$ cat src/rtl/mdu_iterative.sv
// Iterative radix-2 multiply/divide unit holding architectural HI/LO.
// Define MDU_EARLY_OUT_EN to finish multiplies once the remaining multiplier bits are zero.
module mdu_iterative #(
    parameter int unsigned WIDTH = 32,
    parameter int unsigned CNT_W = 6
) (
    input  logic             clk,
    input  logic             rst_n,
    input  logic             start,
    input  logic [1:0]       op,
    input  logic [WIDTH-1:0] srca,
    input  logic [WIDTH-1:0] srcb,
    input  logic             hi_we,
    input  logic             lo_we,
    input  logic [WIDTH-1:0] wdata,
    output logic [WIDTH-1:0] hi,
    output logic [WIDTH-1:0] lo,
    output logic             busy,
    output logic             done
);

    localparam int unsigned      DW   = 2 * WIDTH;
    localparam logic [CNT_W-1:0] LAST = CNT_W'(WIDTH - 1);

    typedef enum logic [1:0] {
        IDLE  = 2'd0,
        CALC  = 2'd1,
        FIXUP = 2'd2
    } state_t;

    state_t           state;
    logic [DW-1:0]    acc;
    logic [WIDTH-1:0] opb;
    logic [CNT_W-1:0] cnt;
    logic             is_div;
    logic             sgn_a;
    logic             sgn_b;
`ifdef MDU_EARLY_OUT_EN
    logic [WIDTH-1:0] mrem;
    logic [WIDTH-1:0] mrem_next;
`endif

    logic             sgn_a_in;
    logic             sgn_b_in;
    logic [WIDTH-1:0] mag_a;
    logic [WIDTH-1:0] mag_b;
    logic [WIDTH:0]   mul_sum;
    logic [DW-1:0]    mul_next;
    logic [WIDTH+1:0] div_trial;
    logic [DW-1:0]    div_next;
    logic [DW-1:0]    acc_step;
    logic             step_last;
    logic [DW-1:0]    prod;
    logic [WIDTH-1:0] quot;
    logic [WIDTH-1:0] rem;
    logic [WIDTH-1:0] res_hi;
    logic [WIDTH-1:0] res_lo;

    // Operand magnitudes: signed ops (op[0]=0) take |x|, unsigned ops pass raw.
    always_comb begin
        sgn_a_in = ~op[0] & srca[WIDTH-1];
        sgn_b_in = ~op[0] & srcb[WIDTH-1];
        mag_a    = sgn_a_in ? (~srca + WIDTH'(1)) : srca;
        mag_b    = sgn_b_in ? (~srcb + WIDTH'(1)) : srcb;
    end

    // One iteration of shift-add multiply or restoring divide, plus the sign fixup.
    always_comb begin
        mul_sum   = {1'b0, acc[DW-1:WIDTH]} + {1'b0, (acc[0] ? opb : WIDTH'(0))};
        mul_next  = {mul_sum, acc[WIDTH-1:1]};
        // The shifted partial remainder needs WIDTH+1 bits when the divisor exceeds 2^(WIDTH-1).
        div_trial = {1'b0, acc[DW-1:WIDTH-1]} - {2'b00, opb};
        div_next  = div_trial[WIDTH+1] ? {acc[DW-2:0], 1'b0}
                                       : {div_trial[WIDTH-1:0], acc[WIDTH-2:0], 1'b1};
        acc_step  = is_div ? div_next : mul_next;
        step_last = (cnt == LAST);
`ifdef MDU_EARLY_OUT_EN
        mrem_next = mrem >> 1;
        if (!is_div && (mrem_next == '0)) begin
            acc_step  = mul_next >> (LAST - cnt);
            step_last = 1'b1;
        end
`endif
        prod = (sgn_a ^ sgn_b) ? (~acc + DW'(1)) : acc;
        quot = acc[WIDTH-1:0];
        rem  = acc[DW-1:WIDTH];
        if (is_div) begin
            // Divide by zero leaves quot all-ones and rem=|dividend|; re-signing rem restores the raw dividend.
            res_lo = (opb == '0) ? '1 : ((sgn_a ^ sgn_b) ? (~quot + WIDTH'(1)) : quot);
            res_hi = sgn_a ? (~rem + WIDTH'(1)) : rem;
        end else begin
            res_hi = prod[DW-1:WIDTH];
            res_lo = prod[WIDTH-1:0];
        end
    end

    // Control FSM, working register and HI/LO.
    always_ff @(posedge clk or negedge rst_n) begin
        if (!rst_n) begin
            state  <= IDLE;
            acc    <= '0;
            opb    <= '0;
            cnt    <= '0;
            is_div <= 1'b0;
            sgn_a  <= 1'b0;
            sgn_b  <= 1'b0;
            hi     <= '0;
            lo     <= '0;
            busy   <= 1'b0;
            done   <= 1'b0;
`ifdef MDU_EARLY_OUT_EN
            mrem   <= '0;
`endif
        end else begin
            done <= 1'b0;
            case (state)
                IDLE: begin
                    if (hi_we) hi <= wdata;
                    if (lo_we) lo <= wdata;
                    if (start) begin
                        is_div <= op[1];
                        sgn_a  <= sgn_a_in;
                        sgn_b  <= sgn_b_in;
                        opb    <= op[1] ? mag_b : mag_a;
                        acc    <= {WIDTH'(0), (op[1] ? mag_a : mag_b)};
                        cnt    <= '0;
                        busy   <= 1'b1;
                        state  <= CALC;
`ifdef MDU_EARLY_OUT_EN
                        mrem   <= mag_b;
                        if (!op[1] && (mag_b == '0)) state <= FIXUP;
`endif
                    end
                end
                CALC: begin
                    acc <= acc_step;
                    cnt <= cnt + CNT_W'(1);
`ifdef MDU_EARLY_OUT_EN
                    mrem <= mrem_next;
`endif
                    if (step_last) state <= FIXUP;
                end
                FIXUP: begin
                    hi    <= res_hi;
                    lo    <= res_lo;
                    busy  <= 1'b0;
                    done  <= 1'b1;
                    state <= IDLE;
                end
                default: state <= IDLE;
            endcase
        end
    end

endmodule
$ cat config.mk
export PLATFORM = sky130hd
export DESIGN_NAME = mdu_iterative
export DESIGN_NICKNAME = d
export VERILOG_FILES = /design/src/rtl/mdu_iterative.sv
export SDC_FILE = /design/constraint.sdc
export NUM_CORES = 1
export LEC_CHECK = 0
export ABC_AREA = 1
export ABC_CLOCK_PERIOD_IN_PS = 4000
export CAP_MARGIN = 20
export CORE_ASPECT_RATIO = 2
export CORE_MARGIN = 3
export CORE_UTILIZATION = 45
export CTS_CLUSTER_SIZE = 25
export DETAILED_ROUTE_END_ITERATION = 6
export GPL_TIMING_DRIVEN = 0
export PLACE_DENSITY = 0.65
export REMOVE_ABC_BUFFERS = 1
export SYNTH_ARGS = -nofsm -noshare
export SYNTH_HDL_FRONTEND = slang
export SYNTH_SLANG_ARGS = --single-unit
$ cat constraint.sdc
create_clock -name clk -period 4 [get_ports clk]
set_input_delay 0.6 -clock clk [delete_from_list [all_inputs] [get_ports clk]]
set_output_delay 0.6 -clock clk [all_outputs]
set_load 0.02 [all_outputs]
==> impl_metrics.toml <==
[layout]
fillCellCount = 4314
fin_cells = 3798
fin_area_um2 = 21070
antenna_cells = 0
synthToLayoutAreaGrowth_pct = 15.70
nNetsFinal = 3434
drive_gt1_share_pct = 3.300

[synthesis]
syn_area_per_cell_um2 = 5.762
yosys_warnings = 0
synthCells = 3160
synth_mux_area_share_pct = 0
synth_top_area_share_pct = 23.78
yosysSeqAreaShare_pct = 23.78
synth.area.top_cells = "dfrtp_1, nand2_1, nand3_1"
synth.distinct_cells = 52
synth-compound-area-share_pct = 14.80
synth_edf_count = 0
synth_top_family_by_area = "simple AND/OR/NAND/NOR gates"
ys_ff_latch = 173
synth-xor-area-share_pct = 2.405
synthAdderAreaFrac_pct = 4.962
async_flop_share_pct = 100.0
syn_area_um2 = 18210
synthSimpleGateAreaFrac_pct = 42.64
yosys.area.top_type = "dfrtp_1"
synth_top_flop_cell = "dfrtp_1"

[place]
pre_cts_ws_ns = -0.5356
place_congestion = 1.029
dpl_cell_area_um2 = 20450
port_buffers = 168
dpl.hpwl_um = 66390
placedCellCount = 3765

[critical_path]
worstRegToRegCells = 12
timing.rr.start = "sgn_a$_DFFE_PN0P_"
criticalPathCategory = "reg -> reg"
critPathLaunchType = "flop"
r2r_slack_ns = 0.42
regToRegEndpoint = "hi[31]$_DFFE_PN0P_"
critPathMaxFanout = 39
cp.arrival_ns = 3.96
endpoint_kind = "flop"
cp.required_ns = 4.39

[timing]
worstMarginPinSlew_ns = 1.122
setup_viol = 0
holdWs_ns = 0.08484
finalMaxSlewViolations = 0
hold_viol = 0
finalCritPeriodShare_pct = 89.45
clock.fmax_mhz = 279.5
fin_ws_ns = 0.4220
rsz0062_at_grt = "no"
finalCriticalPeriod_ns = 3.578
slew_headroom_pct = 25.06
finalClockSkew_ns = 0.01691

[clocking]
path_clk_slew_ns = 0.07
cts.path.max_buffers = 2
clkSinkCount = 173
clock_latency_ns = 0.47
cts_tree = "built"
numCtsBuffers = 17
cts_setup_buffers = 0
cts_root_buf = "clkbuf_16"
cts_hold_buffers = 0
htreeDepth = 4

[global_routing]
antenna_found_initial = 0
grt_pass1_wl_um = 119800
grt_pass1_vias = 20581
use_met2_pct = 64.14
grt_max_degree = 103
top_usage_layer = "met2"
gr-usage-all-layers_pct = 36.62
use_met3_pct = 5.165
grt_overflow = 0
use_met1_pct = 38.01

[floorplan]
fp.dieH_um = 290.5
coreArea_um2 = 39690
io_pins = 169
rows = 103
die-area_um2 = 43060
start_util_pct = 45.87
die_width_um = 148.2

[worst_hold_path]
hp-class = "in -> async"

[pwr]
p_per_area_nw_per_um2 = 951.4
power.leakage_uw = 0.01049
total_power_uw = 20040
max-vdd-ir-drop_v = 0.0006281

[run_status]
outcome = "completed"

[routing]
drtIter0Drc = 1770
routed_via_density = 5.715
antenna_left = 0
drt_wl_total_um = 81020
route.vias.total = 21704
firstDrtPassIters = 6
routedWlPerCell_um = 21.33
drcViolationCount = 0

[run]
drv_cap = 0
-- routing by layer --
metal  part of all wire (%)  vias up
li1                       -    10404
met4                     10        0
met5                      0        -
met3                    5.7      320
met2                     50      978
met1                     34    10002
-- worst max path at each step --
stage	from	end	slack (ns)	cells after the start
after global placement	state[1]$_DFFE_PN0P_	acc[5]$_DFFE_PN0P_	-5.24	5
after CTS	sgn_a$_DFFE_PN0P_	hi[30]$_DFFE_PN0P_	0.19	11
final	sgn_a$_DFFE_PN0P_	hi[31]$_DFFE_PN0P_	0.42	12
after global routing	sgn_a$_DFFE_PN0P_	hi[30]$_DFFE_PN0P_	0.25	12
after detailed placement	start	acc[9]$_DFFE_PN0P_	-0.54	7
after floorplan	start	acc[10]$_DFFE_PN0P_	-1.30	6
-- cell type report --
class	instances	area (um^2)	area share, %
clock buffer	18	429.2	2.037
clock inverter	14	153.9	0.7306
inverter	435	1634	7.757
multi-input combinational	2449	11850	56.25
sequential	173	4332	20.56
tap	525	656.9	3.118
timing repair buffer	184	2009	9.539
-- worst max-delay path, stage by stage, from the launching register on --
cell     delay, ns
dfrtp_2       0.67
inv_2         0.28
nand2_1       0.14
nand2_2       0.23
buf_12        0.26
inv_1         0.61
nand2_1       0.28
nand2_1       0.28
o21a_1        0.21
nand3_1       0.11
nand3_1       0.11
nand3_1       0.13
a21oi_1       0.16
-- kinds of logic (layout without fill, tap and decap cells) --
logic type | count (synthesis) | after routing
XOR/XNOR | 50 | 50
flip-flops | 173 | 173
buffers and inverters | 538 | 651
AO/OA/AOI/OAI | 488 | 488
adder cells (fa/ha/maj) | 71 | 71
AND/OR/NAND/NOR | 1840 | 1840
-- cell usage in the layout, fill, tap and decap left out, drive strengths merged, types with 12 or more instances in the layout --
cell and count:
a21oi 202, o21bai 14, nor3 40, xor2 41, ha 69, nand4 65, clkdlybuf4s50 167, a31oi 12
nand3 324, buf 17, nor2 413, o21ai 196, dfrtp 173, inv 435, nand3b 18, nand2 963
clkbuf 18, o211ai 29, a22oi 16
-- Yosys cell counts (5+ instances only) --
master    count
inv_2        10
nand2_2       8
dfrtp_1     173
buf_1        11
clkinv_1      5
a21oi_1     199
buf_2        17
o21ai_1      17
xnor2_1       9
clkbuf_1     70
ha_1         69
nand2_1     953
a22oi_1      16
xor2_1       41
o21bai_1     14
nor2_1      401
nand3_1     322
and2_1        9
nor2_2        9
nand4_1      65
nor3_1       37
o211ai_1     26
o21ai_0     178
a31oi_1      12
nand3b_1     18
inv_1       420
o221ai_1      8
-- flip-flops by register name, summed over array words and instances, names as in the netlist --
signal  flops
lo         32
sgn_b       1
is_div      1
cnt         6
opb        32
done        1
hi         32
acc        64
busy        1
sgn_a       1
state       2
-- where the power goes --
part | total [uW] | switching (uW) | internal (uW)
registers | 4040 | 1410 | 2630
clock network | 1700 | 868 | 831
logic | 14300 | 9550 | 4750
-- through the flow --
stage / setup TNS, ns / utilization (%)
floorplan: -41.98 / -
global placement: -1445.81 / 50.64
detailed placement: -12.95 / 51.53
CTS: 0 / 53.00
global route: 0 / 53.07
finish: 0 / 53.07
-- repair_timing --
item,in CTS,in global routing
gates cloned,0,0
gates resized for setup,1,2
endpoints found under the setup margin,25,28
Note: power is estimated with default switching activity, not from simulation.
